### src/rtl/ex_pipe_ctrl.sv
`default_nettype none
// ============================================================================
// Module      : ex_pipe_ctrl
// Description : Execute-centred pipeline sequencer for the 5-stage core.
//               Owns the ID/EX, EX/MEM and MEM/WB valid bits. Generates all
//               pipeline-register write-enables and flushes. Detects load-use
//               and RAW hazards, selects EX operand forwarding, squashes the
//               wrong path on redirect, freezes on data-memory stall with a
//               timeout trap, and stops the pipe on HALT.
//               Optional feature macro: EX_FWD_EN (operand forwarding; only
//               load-use hazards stall when defined).
// Revision    : 1.0 - initial release
// ============================================================================
module ex_pipe_ctrl #(
    parameter int MEM_TIMEOUT = 16,
    parameter int CNT_W       = 16
) (
    input  logic             clk,
    input  logic             rst,
    input  logic             id_valid,
    input  logic [2:0]       id_rs,
    input  logic [2:0]       id_rt,
    input  logic             id_rs_used,
    input  logic             id_rt_used,
    input  logic             id_halt,
    input  logic [2:0]       ex_rs,
    input  logic [2:0]       ex_rt,
    input  logic             ex_rs_used,
    input  logic             ex_rt_used,
    input  logic [2:0]       ex_rd,
    input  logic             ex_regwrite,
    input  logic             ex_memread,
    input  logic [2:0]       mem_rd,
    input  logic             mem_regwrite,
    input  logic [2:0]       wb_rd,
    input  logic             wb_regwrite,
    input  logic             wb_halt,
    input  logic             br_redirect,
    input  logic             dmem_stall,
    output logic             pc_we,
    output logic             ifid_we,
    output logic             idex_we,
    output logic             exmem_we,
    output logic             memwb_we,
    output logic             ifid_flush,
    output logic             idex_flush,
    output logic             ex_vld,
    output logic             mem_vld,
    output logic             wb_vld,
    output logic [1:0]       fwd_a,
    output logic [1:0]       fwd_b,
    output logic [CNT_W-1:0] stall_cnt,
    output logic             halted,
    output logic             err
);

    localparam int c_TMO_W = $clog2(MEM_TIMEOUT + 1);
    localparam logic [c_TMO_W-1:0] c_TMO_LIMIT = c_TMO_W'(MEM_TIMEOUT);
    localparam logic [c_TMO_W-1:0] c_TMO_ONE   = c_TMO_W'(1);
    localparam logic [CNT_W-1:0]   c_CNT_ONE   = CNT_W'(1);
    localparam logic [CNT_W-1:0]   c_CNT_MAX   = {CNT_W{1'b1}};

    localparam logic [1:0] c_ST_RUN      = 2'd0;
    localparam logic [1:0] c_ST_MEM_WAIT = 2'd1;
    localparam logic [1:0] c_ST_HALTED   = 2'd2;
    localparam logic [1:0] c_ST_ERR      = 2'd3;

    logic [1:0]         r_state;
    logic [1:0]         w_state_nxt;
    logic [c_TMO_W-1:0] r_tmo_cnt;
    logic [c_TMO_W-1:0] w_tmo_nxt;
    logic               r_halt_pend;
    logic               w_halt_pend_nxt;
    logic               r_ex_vld;
    logic               r_mem_vld;
    logic               r_wb_vld;
    logic [CNT_W-1:0]   r_stall_cnt;

    logic w_pc_we, w_ifid_we, w_idex_we, w_exmem_we, w_memwb_we;
    logic w_ifid_flush, w_idex_flush;
    logic w_stall_inc;
    logic w_active;
    logic w_redirect;
    logic w_halt_id;
    logic w_fetch_stop;
    logic w_id_reads_ex;
    logic w_hazard;

    assign w_redirect    = br_redirect & r_ex_vld;
    assign w_halt_id     = id_halt & id_valid;
    assign w_fetch_stop  = w_halt_id | r_halt_pend;
    assign w_id_reads_ex = id_valid & ((id_rs_used & (id_rs == ex_rd)) |
                                       (id_rt_used & (id_rt == ex_rd)));

`ifdef EX_FWD_EN
    // Forwarding covers ALU results, so only a load in EX must stall.
    assign w_hazard = r_ex_vld & ex_memread & ex_regwrite & w_id_reads_ex;

    // Operand source select; the younger EX/MEM result wins over MEM/WB.
    always_comb begin
        fwd_a = 2'b00;
        fwd_b = 2'b00;
        if (ex_rs_used & r_mem_vld & mem_regwrite & (mem_rd == ex_rs))
            fwd_a = 2'b01;
        else if (ex_rs_used & r_wb_vld & wb_regwrite & (wb_rd == ex_rs))
            fwd_a = 2'b10;
        if (ex_rt_used & r_mem_vld & mem_regwrite & (mem_rd == ex_rt))
            fwd_b = 2'b01;
        else if (ex_rt_used & r_wb_vld & wb_regwrite & (wb_rd == ex_rt))
            fwd_b = 2'b10;
    end
`else
    logic w_id_reads_mem;
    logic w_unused_nofwd;

    // Without forwarding, any pending write in EX or MEM blocks the reader;
    // WB is covered by regfile write-through.
    assign w_id_reads_mem = id_valid & ((id_rs_used & (id_rs == mem_rd)) |
                                        (id_rt_used & (id_rt == mem_rd)));
    assign w_hazard = (r_ex_vld & ex_regwrite & w_id_reads_ex) |
                      (r_mem_vld & mem_regwrite & w_id_reads_mem);
    assign fwd_a = 2'b00;
    assign fwd_b = 2'b00;
    assign w_unused_nofwd = ^{ex_rs, ex_rt, ex_rs_used, ex_rt_used,
                              ex_memread, wb_rd, wb_regwrite};
`endif

    // Next-state and per-cycle enables: freeze > redirect > hazard > advance.
    always_comb begin
        w_state_nxt     = r_state;
        w_tmo_nxt       = r_tmo_cnt;
        w_halt_pend_nxt = r_halt_pend;
        w_pc_we         = 1'b0;
        w_ifid_we       = 1'b0;
        w_idex_we       = 1'b0;
        w_exmem_we      = 1'b0;
        w_memwb_we      = 1'b0;
        w_ifid_flush    = 1'b0;
        w_idex_flush    = 1'b0;
        w_stall_inc     = 1'b0;
        w_active        = (r_state == c_ST_RUN) || (r_state == c_ST_MEM_WAIT);
        if (w_active) begin
            if (dmem_stall) begin
                // The first frozen cycle (from RUN) counts as stall cycle 1.
                w_tmo_nxt   = (r_state == c_ST_RUN) ? c_TMO_ONE : (r_tmo_cnt + c_TMO_ONE);
                w_state_nxt = (w_tmo_nxt >= c_TMO_LIMIT) ? c_ST_ERR : c_ST_MEM_WAIT;
            end else begin
                w_tmo_nxt   = '0;
                w_state_nxt = c_ST_RUN;
                if (w_redirect) begin
                    w_pc_we      = 1'b1;
                    w_ifid_we    = 1'b1;
                    w_idex_we    = 1'b1;
                    w_exmem_we   = 1'b1;
                    w_memwb_we   = 1'b1;
                    w_ifid_flush = 1'b1;
                    w_idex_flush = 1'b1;
                end else if (w_hazard) begin
                    w_idex_we    = 1'b1;
                    w_idex_flush = 1'b1;
                    w_exmem_we   = 1'b1;
                    w_memwb_we   = 1'b1;
                    w_stall_inc  = 1'b1;
                end else begin
                    // After a HALT leaves ID, fetch stays stopped and IF/ID
                    // only ever receives bubbles while older work drains.
                    w_pc_we      = ~w_fetch_stop;
                    w_ifid_we    = 1'b1;
                    w_idex_we    = 1'b1;
                    w_exmem_we   = 1'b1;
                    w_memwb_we   = 1'b1;
                    w_ifid_flush = w_fetch_stop;
                    if (w_halt_id)
                        w_halt_pend_nxt = 1'b1;
                end
            end
            if (r_wb_vld & wb_halt)
                w_state_nxt = c_ST_HALTED;
        end
    end

    // Sequential state: FSM, timeout counter, valid bits, stall counter.
    always_ff @(posedge clk or posedge rst) begin
        if (rst) begin
            r_state     <= c_ST_RUN;
            r_tmo_cnt   <= '0;
            r_halt_pend <= 1'b0;
            r_ex_vld    <= 1'b0;
            r_mem_vld   <= 1'b0;
            r_wb_vld    <= 1'b0;
            r_stall_cnt <= '0;
        end else begin
            r_state     <= w_state_nxt;
            r_tmo_cnt   <= w_tmo_nxt;
            r_halt_pend <= w_halt_pend_nxt;
            if (w_idex_we)
                r_ex_vld <= id_valid & ~w_idex_flush;
            if (w_exmem_we)
                r_mem_vld <= r_ex_vld;
            if (w_memwb_we)
                r_wb_vld <= r_mem_vld;
            if (w_stall_inc && (r_stall_cnt != c_CNT_MAX))
                r_stall_cnt <= r_stall_cnt + c_CNT_ONE;
        end
    end

    // Enables are forced low while reset is held.
    assign pc_we      = w_pc_we      & ~rst;
    assign ifid_we    = w_ifid_we    & ~rst;
    assign idex_we    = w_idex_we    & ~rst;
    assign exmem_we   = w_exmem_we   & ~rst;
    assign memwb_we   = w_memwb_we   & ~rst;
    assign ifid_flush = w_ifid_flush & ~rst;
    assign idex_flush = w_idex_flush & ~rst;

    assign ex_vld    = r_ex_vld;
    assign mem_vld   = r_mem_vld;
    assign wb_vld    = r_wb_vld;
    assign stall_cnt = r_stall_cnt;
    assign halted    = (r_state == c_ST_HALTED);
    assign err       = (r_state == c_ST_ERR);

endmodule
`default_nettype wire

### config.mk
export PLATFORM = sky130hd
export DESIGN_NAME = ex_pipe_ctrl
export DESIGN_NICKNAME = d
export VERILOG_FILES = /design/src/rtl/ex_pipe_ctrl.sv
export SDC_FILE = /design/constraint.sdc
export NUM_CORES = 1
export LEC_CHECK = 0
export CORE_MARGIN = 3
export CORE_UTILIZATION = 42
export DETAILED_ROUTE_END_ITERATION = 10
export PLACE_DENSITY = 0.79
export SYNTH_ARGS = -nofsm -noshare
export SYNTH_HDL_FRONTEND = slang
export SYNTH_SLANG_ARGS = --single-unit
### constraint.sdc
create_clock -name clk -period 2.8 [get_ports clk]
set_input_delay 0.56 -clock clk [delete_from_list [all_inputs] [get_ports clk]]
set_output_delay 0.56 -clock clk [all_outputs]
set_load 0.05 [all_outputs]
# Word-level counts from Yosys, hierarchy flattened
# Index checks and enable logic that the tools add are counted.
[op_classes] n_mux=26 add_sub_neg=2 n_lt_le_gt_ge=1 n_bitwise=29 reduce_logical=4 eq_ne=8
[op_table] cell="$mux 1" n=21
[op_table] cell="$and 1x1->1" n=19
[op_table] cell="$add 16x1->16 const B" n=1
[op_table] cell="$ne 16x16->1 const B" n=1
[op_table] cell="$eq 3x3->1" n=4
[op_table] cell="$mux 5" n=2
[op_table] cell="$mux 2" n=3
[op_table] cell="$not 1->1" n=6
[op_table] cell="$add 5x1->5 const B" n=1
[op_table] cell="$ge 5x5->1 const B" n=1
[op_table] cell="$reduce_and 5->1" n=1
[op_table] cell="$eq 2x2->1 const B" n=2
[op_table] cell="$or 1x1->1" n=4
[op_table] cell="$eq 2x1->1 const B" n=1
[op_table] cell="$logic_not 2->1" n=1
[op_table] cell="$logic_and 1x1->1" n=1
[op_table] cell="$logic_or 1x1->1" n=1
[word_totals] out_inout_bits=32 register_bits=27 elab_cells=77 inputBits=36

# Logic depth before layout (Yosys ltp)
# Gate-level depths: netlist (run 1).
[logic_depth] depth_word=12 mapped_depth=9 ltp_nobuf=7

# Worst setup path before layout (run 1)
# No wires, ideal clock.
[synth_timing] kind="input to output" startpoint="input port rst" endpoint="output port idex_flush" t_required_ns=2.240 n_path_buf=0 t_arrival_ns=2.205 path_slack_ns=0.035 cell_stages=3 path_cell_list="inv_1 -> nand2_1 -> a21oi_1"
[synth_via] elab_chain_cells=2
[synth_rtl] element="start, declared" line="19" rtl="input logic rst,"
[synth_rtl] element="$not 1->1" line="214" rtl="assign idex_flush = w_idex_flush & ~rst;"
[synth_rtl] element="$and 1x1->1" line="214"
[synth_rtl] element="end, declared" line="46" rtl="output logic idex_flush,"
# No other way between the ends.

# Worst setup path after layout (run 1)
[layout_timing] startpoint="input port id_rt[1]" endpoint="output port idex_flush"
[layout_via] elab_chain_cells=11 word_cells_on_any_way=16 classes_between="eq/ne (2); mux (4); bitwise (10)"
[layout_rtl] element="start, declared" line="22" rtl="input logic [2:0] id_rt,"
[layout_rtl] element="$eq 3x3->1, on equally long branches" line="93, 119"
[layout_rtl] element="$and 1x1->1, on equally long branches" line="93, 119"
[layout_rtl] element="$or 1x1->1, on equally long branches" line="92, 118"
[layout_rtl] element="$and 1x1->1, on equally long branches" line="92, 118"
[layout_rtl] element="$and 1x1->1, on equally long branches" line="120, 121"
[layout_rtl] element="$or 1x1->1 *" line="120" rtl="assign w_hazard = (r_ex_vld & ex_regwrite & w_id_reads_ex) |"
[layout_rtl] element="$mux 1 *" line="158" rtl="end else if (w_hazard) begin"
[layout_rtl] element="$mux 1 *" line="150" rtl="if (w_redirect) begin"
[layout_rtl] element="$mux 1 *" line="143" rtl="if (dmem_stall) begin"
[layout_rtl] element="$mux 1 *" line="142" rtl="if (w_active) begin"
[layout_rtl] element="$and 1x1->1 *" line="214"
# Every way passes the cells marked *; elsewhere a longest branch is shown, timed or not.

==> flow_metrics.tcl, run 1 <==
set metrics [dict create \
    startpoint_type "input port" \
    irDropWorstVdd_mv 0.362 \
    antenna_cells 0 \
    ys_ff_latch 27 \
    yosys-top-cells-area "dfrtp_1 (44%), xnor2_1 (11%), nand2_1 (5.6%), xor2_1 (4.5%), nand3_1 (3.9%)" \
    cts_tree "built" \
    start_util_pct 44.9 \
    core_area_sq_um 3440 \
    path_clk_slew_ns 0.08 \
    layout.nets 259 \
    max-clock-path-buffers 2 \
    cap_violations 0 \
    async_flop_share_pct 100 \
    drive_above_1_share_pct 13.2 \
    endpoint_kind "output port" \
    hold_viol_final 0 \
    period_share_pct 96.9 \
    clk_latency_ns 0.27 \
    grt_pass1_wl_um 5850 \
    ant_nets 0 \
    rr_endpoint "stall_cnt[1]" \
    ys.flop_type "dfrtp_1" \
    final_max_slew_viol_count 0 \
    cpPeakStageDelay_ns 0.47 \
    synth_common_cells "dfrtp_1 (27), nand2_1 (23), xnor2_1 (20), nand3_1 (12), a21oi_1 (11)" \
    numPortBuffers 50 \
    yosysSeqAreaShare_pct 43.7 \
    syn_area_sq_um 1550 \
    place_congestion 0.751 \
    io_pins 68 \
    max_freq_ghz 0.368 \
    antenna_found_initial 0 \
    reg2reg_from "stall_cnt[0]" \
    p_leak_nw 0.943 \
    cp_data_required_time_ns 2.24 \
    synth_edf_count 0 \
    holdWs_ns 0.473 \
    detailed_place_hpwl_um 2710 \
    cp_max_fo 4 \
    worstHoldPathCells 1 \
    path_class "in2out" \
    via_count 1338 \
    powerDensity_nw_per_um2 496 \
    drt-total-wl_um 3430 \
    yosys.cell_types.count 34 \
    r2r_slack_ns 0.65 \
    gr-total-overflow 0 \
    avgRoutedWirePerCell_um 12.9 \
    fp.dieArea_sq_um 4440 \
    synth_most_common_cell "dfrtp_1" \
    grt_max_degree 28 \
    outcome "finished clean" \
    cts.sinks 27 \
    slew_headroom_pct 65.9 \
    worst_pin_slew_ns 0.511 \
    period_minus_slack_ns 2.71 \
    hold_start "r_halt_pend" \
    area_delta_synth_final_pct 44.0 \
    grt_pass1_vias 1342 \
    grtUsageTotal_pct 16.8 \
    drt-pass1-iter-count 4 \
    die_w_um 66.7 \
    holdBufCountCts 0 \
    yosys_warnings 0 \
    first_iter_violations 39 \
    slowest_stage "clkdlybuf4s50_1" \
    ff2ff_path_depth 7 \
    fin_ws_ns 0.0863 \
    syn-instance-count 166 \
    syn_area_per_cell_sq_um 9.31 \
    yosys.area.top_type "dfrtp_1" \
    synth_top_area_share_pct 43.7 \
    dpl_worst_slack_ns 0.0168 \
    numCtsBuffers 3 \
    hp-class "reg2reg" \
    finClkSkew_ns 0.00403 \
    row_count 21 \
    root_buffer "clkbuf_8" \
    die_y_um 66.7 \
    finalNonFillerCells 266 \
    path_cells "clkdlybuf4s50_1, xnor2_1, nand4_1, a21oi_2, nor2_1, a21oi_1, buf_12" \
    hold_path_end "r_halt_pend" \
    arrival_ns 2.15 \
    finalSetupViolCount 0 \
    viasPerCell 5.03 \
    h-tree-depth 1 \
    dpl.cell_count 262 \
    drcViolationCount 0 \
]
metal layers:
layer / vias up / part of all wire [%] / GRT usage [%]
met5: - / 0 / 0
met4: 0 / 0.99 / 4.57
met3: 5 / 6.1 / 2.87
met2: 40 / 48 / 29.0
met1: 628 / 45 / 21.7
li1: 665 / - / -
logic make-up after synthesis:
logic type / count (synthesis) / synth area share [%]
buf+inv: 14 / 5.42
compound gates: 20 / 7.37
simple gates: 71 / 23.3
xor+xnor: 28 / 15.9
other cells: 1 / 0.243
flops: 27 / 43.7
fa+ha+maj: 2 / 1.62
mux: 3 / 2.43
stage by stage:
stage / TNS [ns] / total power [mW] / area [sq um] / utilization (%)
after floorplan: 0 / 0.744 / 1560 / -
after global placement: 0 / 0.885 / 2160 / 62.9
after detailed placement: 0 / 0.894 / 2160 / 62.9
after CTS: 0 / 1.11 / 2210 / 64.2
after global routing: -0.0210 / 1.17 / 2220 / 64.6
final: 0 / 1.10 / 2220 / 64.6
worst max path at each step:
stage / start / to / slack (ns) / cells after the start
floorplan: rst / idex_flush / 0.03 / 3
global placement: mem_rd[0] / ifid_flush / 0.03 / 7
detailed placement: ex_rd[0] / ifid_flush / 0.02 / 7
CTS: ex_rd[0] / ifid_flush / 0.01 / 7
global route: id_rt[1] / idex_flush / -0.02 / 7
finish: id_rt[1] / idex_flush / 0.09 / 7
timing repair:
action	4_1_cts	5_1_grt
setup buffers	0	0
gates resized for setup	0	4
endpoints found under the setup margin	0	4
cells in the final DEF (no fill, tap or decap):
cell type,instances
a21oi_2,4
a21oi_1,7
nand4_1,7
clkbuf_1,1
xnor2_1,20
nand2b_1,1
nor2b_1,1
and2_1,2
o211ai_2,1
nor4_1,2
clkdlybuf4s50_1,43
dfrtp_1,27
nor3b_1,1
nor3_2,2
mux2_2,2
o21ai_0,6
a21o_1,1
and3_1,1
or3_1,1
nor2_1,8
a31o_2,1
buf_4,6
or2_2,1
or3_4,1
conb_1,4
buf_12,7
ha_1,2
clkbuf_8,3
inv_1,5
xor2_1,8
mux2_4,1
nand3_1,12
nand2_1,23
and4_1,1
nor3_1,6
or2_1,1
final cells by class:
cell class | count | area (sq um)
Fill cell | 285 | 1220
Multi-Input combinational cell | 128 | 812
Sequential cell | 27 | 676
Timing Repair Buffer | 56 | 616
Tap cell | 46 | 57.6
Clock buffer | 4 | 45.0
Inverter | 5 | 18.8
flip-flops by register name, summed over array words and instances (netlist names):
register     flops
r_state          2
r_halt_pend      1
stall_cnt       16
r_tmo_cnt        5
wb_vld           1
mem_vld          1
ex_vld           1
where the power goes:
part           switching (mW)  internal, mW  leakage, nW
logic                   0.235         0.154        0.575
registers              0.0555         0.441        0.345
clock network           0.115         0.102       0.0228
critical path: cells and delay by family:
| family | cells | cell delay (ns) |
|---|---|---|
| xor+xnor | 1 | 0.22 |
| buf+inv | 2 | 0.65 |
| simple gates | 2 | 0.25 |
| compound gates | 2 | 0.47 |
(Power assumes the default switching activity.)
==> inputs of run 2 (changes only) <==
==> constraint.sdc (replaced) <==
create_clock -name clk -period 2.6 [get_ports clk]
set_input_delay 0.52 -clock clk [delete_from_list [all_inputs] [get_ports clk]]
set_output_delay 0.52 -clock clk [all_outputs]
set_load 0.05 [all_outputs]
==> flow_metrics.tcl, run 2 (same netlist as run 1, synthesis figures left out) <==
set metrics [dict create \
    grt_pass1_vias 1389 \
    max-clock-path-buffers 2 \
    holdBufCountCts 0 \
    outcome "finished clean" \
    finClkSkew_ns 0.0135 \
    hp-class "reg2reg" \
    antenna_found_initial 0 \
    max_freq_ghz 0.406 \
    clk_latency_ns 0.28 \
    cpLargestDelayFamily "buffers and inverters" \
    critPathLaunch "id_valid" \
    period_share_pct 94.7 \
    cts.sinks 27 \
    dr_wl_met2_um 1740 \
    place_congestion 0.754 \
    cts_tree "built" \
    cp_data_required_time_ns 2.08 \
    antenna_cells 0 \
    die_y_um 66.7 \
    root_buffer "clkbuf_8" \
    period_minus_slack_ns 2.46 \
    cpPeakStageDelay_ns 0.49 \
    finalNonFillerCells 273 \
    drive_above_1_share_pct 16.7 \
    viasPerCell 5.02 \
    final_max_slew_viol_count 0 \
    drt-total-wl_um 3640 \
    grtUsageTotal_pct 17.6 \
    rr_endpoint "stall_cnt[1]" \
    path_cells "clkdlybuf4s50_1, nand3_1, a21oi_2, or3_4, a21oi_4, buf_12" \
    fp.dieArea_sq_um 4440 \
    final_cell_mix "clkdlybuf4s50_1 (31), dfrtp_1 (27), nand2_1 (23)" \
    finalSetupViolCount 0 \
    largest_reg_flops 16 \
    cp_max_fo 5 \
    h-tree-depth 1 \
    worstHoldPathCells 1 \
    area_delta_synth_final_pct 49.8 \
    ff2ff_path_depth 7 \
    hold_viol_final 0 \
    rsz0062_at_grt "no" \
    grt_max_degree 28 \
    irDropWorstVdd_mv 0.358 \
    layout.nets 266 \
    numCtsBuffers 3 \
    dpl.cell_count 265 \
    r2r_slack_ns 0.37 \
    core_area_sq_um 3440 \
    final_common_cell "clkdlybuf4s50_1" \
    p_total_mw 1.21 \
    p_leak_nw 1.06 \
    grt_pass1_wl_um 6070 \
    critPathBufInv 2 \
    met3RoutedLength_um 233 \
    fillCellCount 277 \
    gr-total-overflow 0 \
    wl_met1_um 1620 \
    via_count 1371 \
    tns_ns 0 \
    start_util_pct 44.9 \
    slew_headroom_pct 65.8 \
    drcViolationCount 0 \
    ant_nets 0 \
    hold_start "r_halt_pend" \
    numPortBuffers 50 \
    slowest_stage "clkdlybuf4s50_1" \
    die_w_um 66.7 \
    powerDensity_nw_per_um2 523 \
    cap_violations 0 \
    arrival_ns 1.94 \
    reg2reg_from "stall_cnt[0]" \
    first_iter_violations 42 \
    crit_end "ifid_flush" \
    drt-pass1-iter-count 4 \
    detailed_place_hpwl_um 2730 \
    avgRoutedWirePerCell_um 13.3 \
    row_count 21 \
    startpoint_type "input port" \
    worst_pin_slew_ns 0.511 \
    path_class "in2out" \
    crit_cells 6 \
    endpoint_kind "output port" \
    path_clk_slew_ns 0.08 \
    top_layer_used "met4" \
    io_pins 68 \
]
run 2: stage by stage:
| step | cell area (sq um) | hold slack (ns) | setup WS (ns) | utilization, % |
|---|---|---|---|---|
| floorplan | 1560 | 0.442 | -0.0854 | - |
| global placement | 2190 | 0.451 | -0.0873 | 63.5 |
| detailed placement | 2190 | 0.455 | -0.106 | 63.5 |
| CTS | 2240 | 0.476 | 0.00509 | 65.2 |
| global route | 2310 | 0.489 | 0.0600 | 67.2 |
| finish | 2310 | 0.472 | 0.138 | 67.2 |
run 2: cell type report:
class	instances	area (sq um)	area share (%)
clock buffer	3	41.3	1.78
clock inverter	1	7.51	0.324
inverter	5	18.8	0.811
multi-input combinational	128	827	35.7
sequential	27	676	29.2
tap	46	57.6	2.49
timing repair buffer	63	687	29.7
run 2: report_power, final:
group	internal, mW	switching, mW	total, mW
Clock	0.109	0.134	0.243
Combinational	0.169	0.261	0.431
Sequential	0.475	0.0623	0.537
run 2: worst min path at each step:
stage	end	slack, ns
2_1_floorplan	r_halt_pend	0.44
3_3_place_gp	r_halt_pend	0.45
3_5_place_dp	r_halt_pend	0.46
4_1_cts	r_halt_pend	0.48
5_1_grt	r_halt_pend	0.49
6_report	r_halt_pend	0.47
run 2: what timing repair did:
| action | in CTS | in global routing |
|---|---|---|
| gates cloned | 0 | 0 |
| buffers inserted | 0 | 4 |
| gates resized for setup | 6 | 13 |
| pin swaps | 3 | 8 |
| endpoints found under the setup margin | 3 | 4 |
run 2: metal layers:
| layer | up-vias | global-route usage [%] |
|---|---|---|
| met1 | 654 | 22.2 |
| met4 | 0 | 5.33 |
| met5 | - | 0 |
| met3 | 5 | 3.04 |
| li1 | 676 | - |
| met2 | 36 | 30.4 |
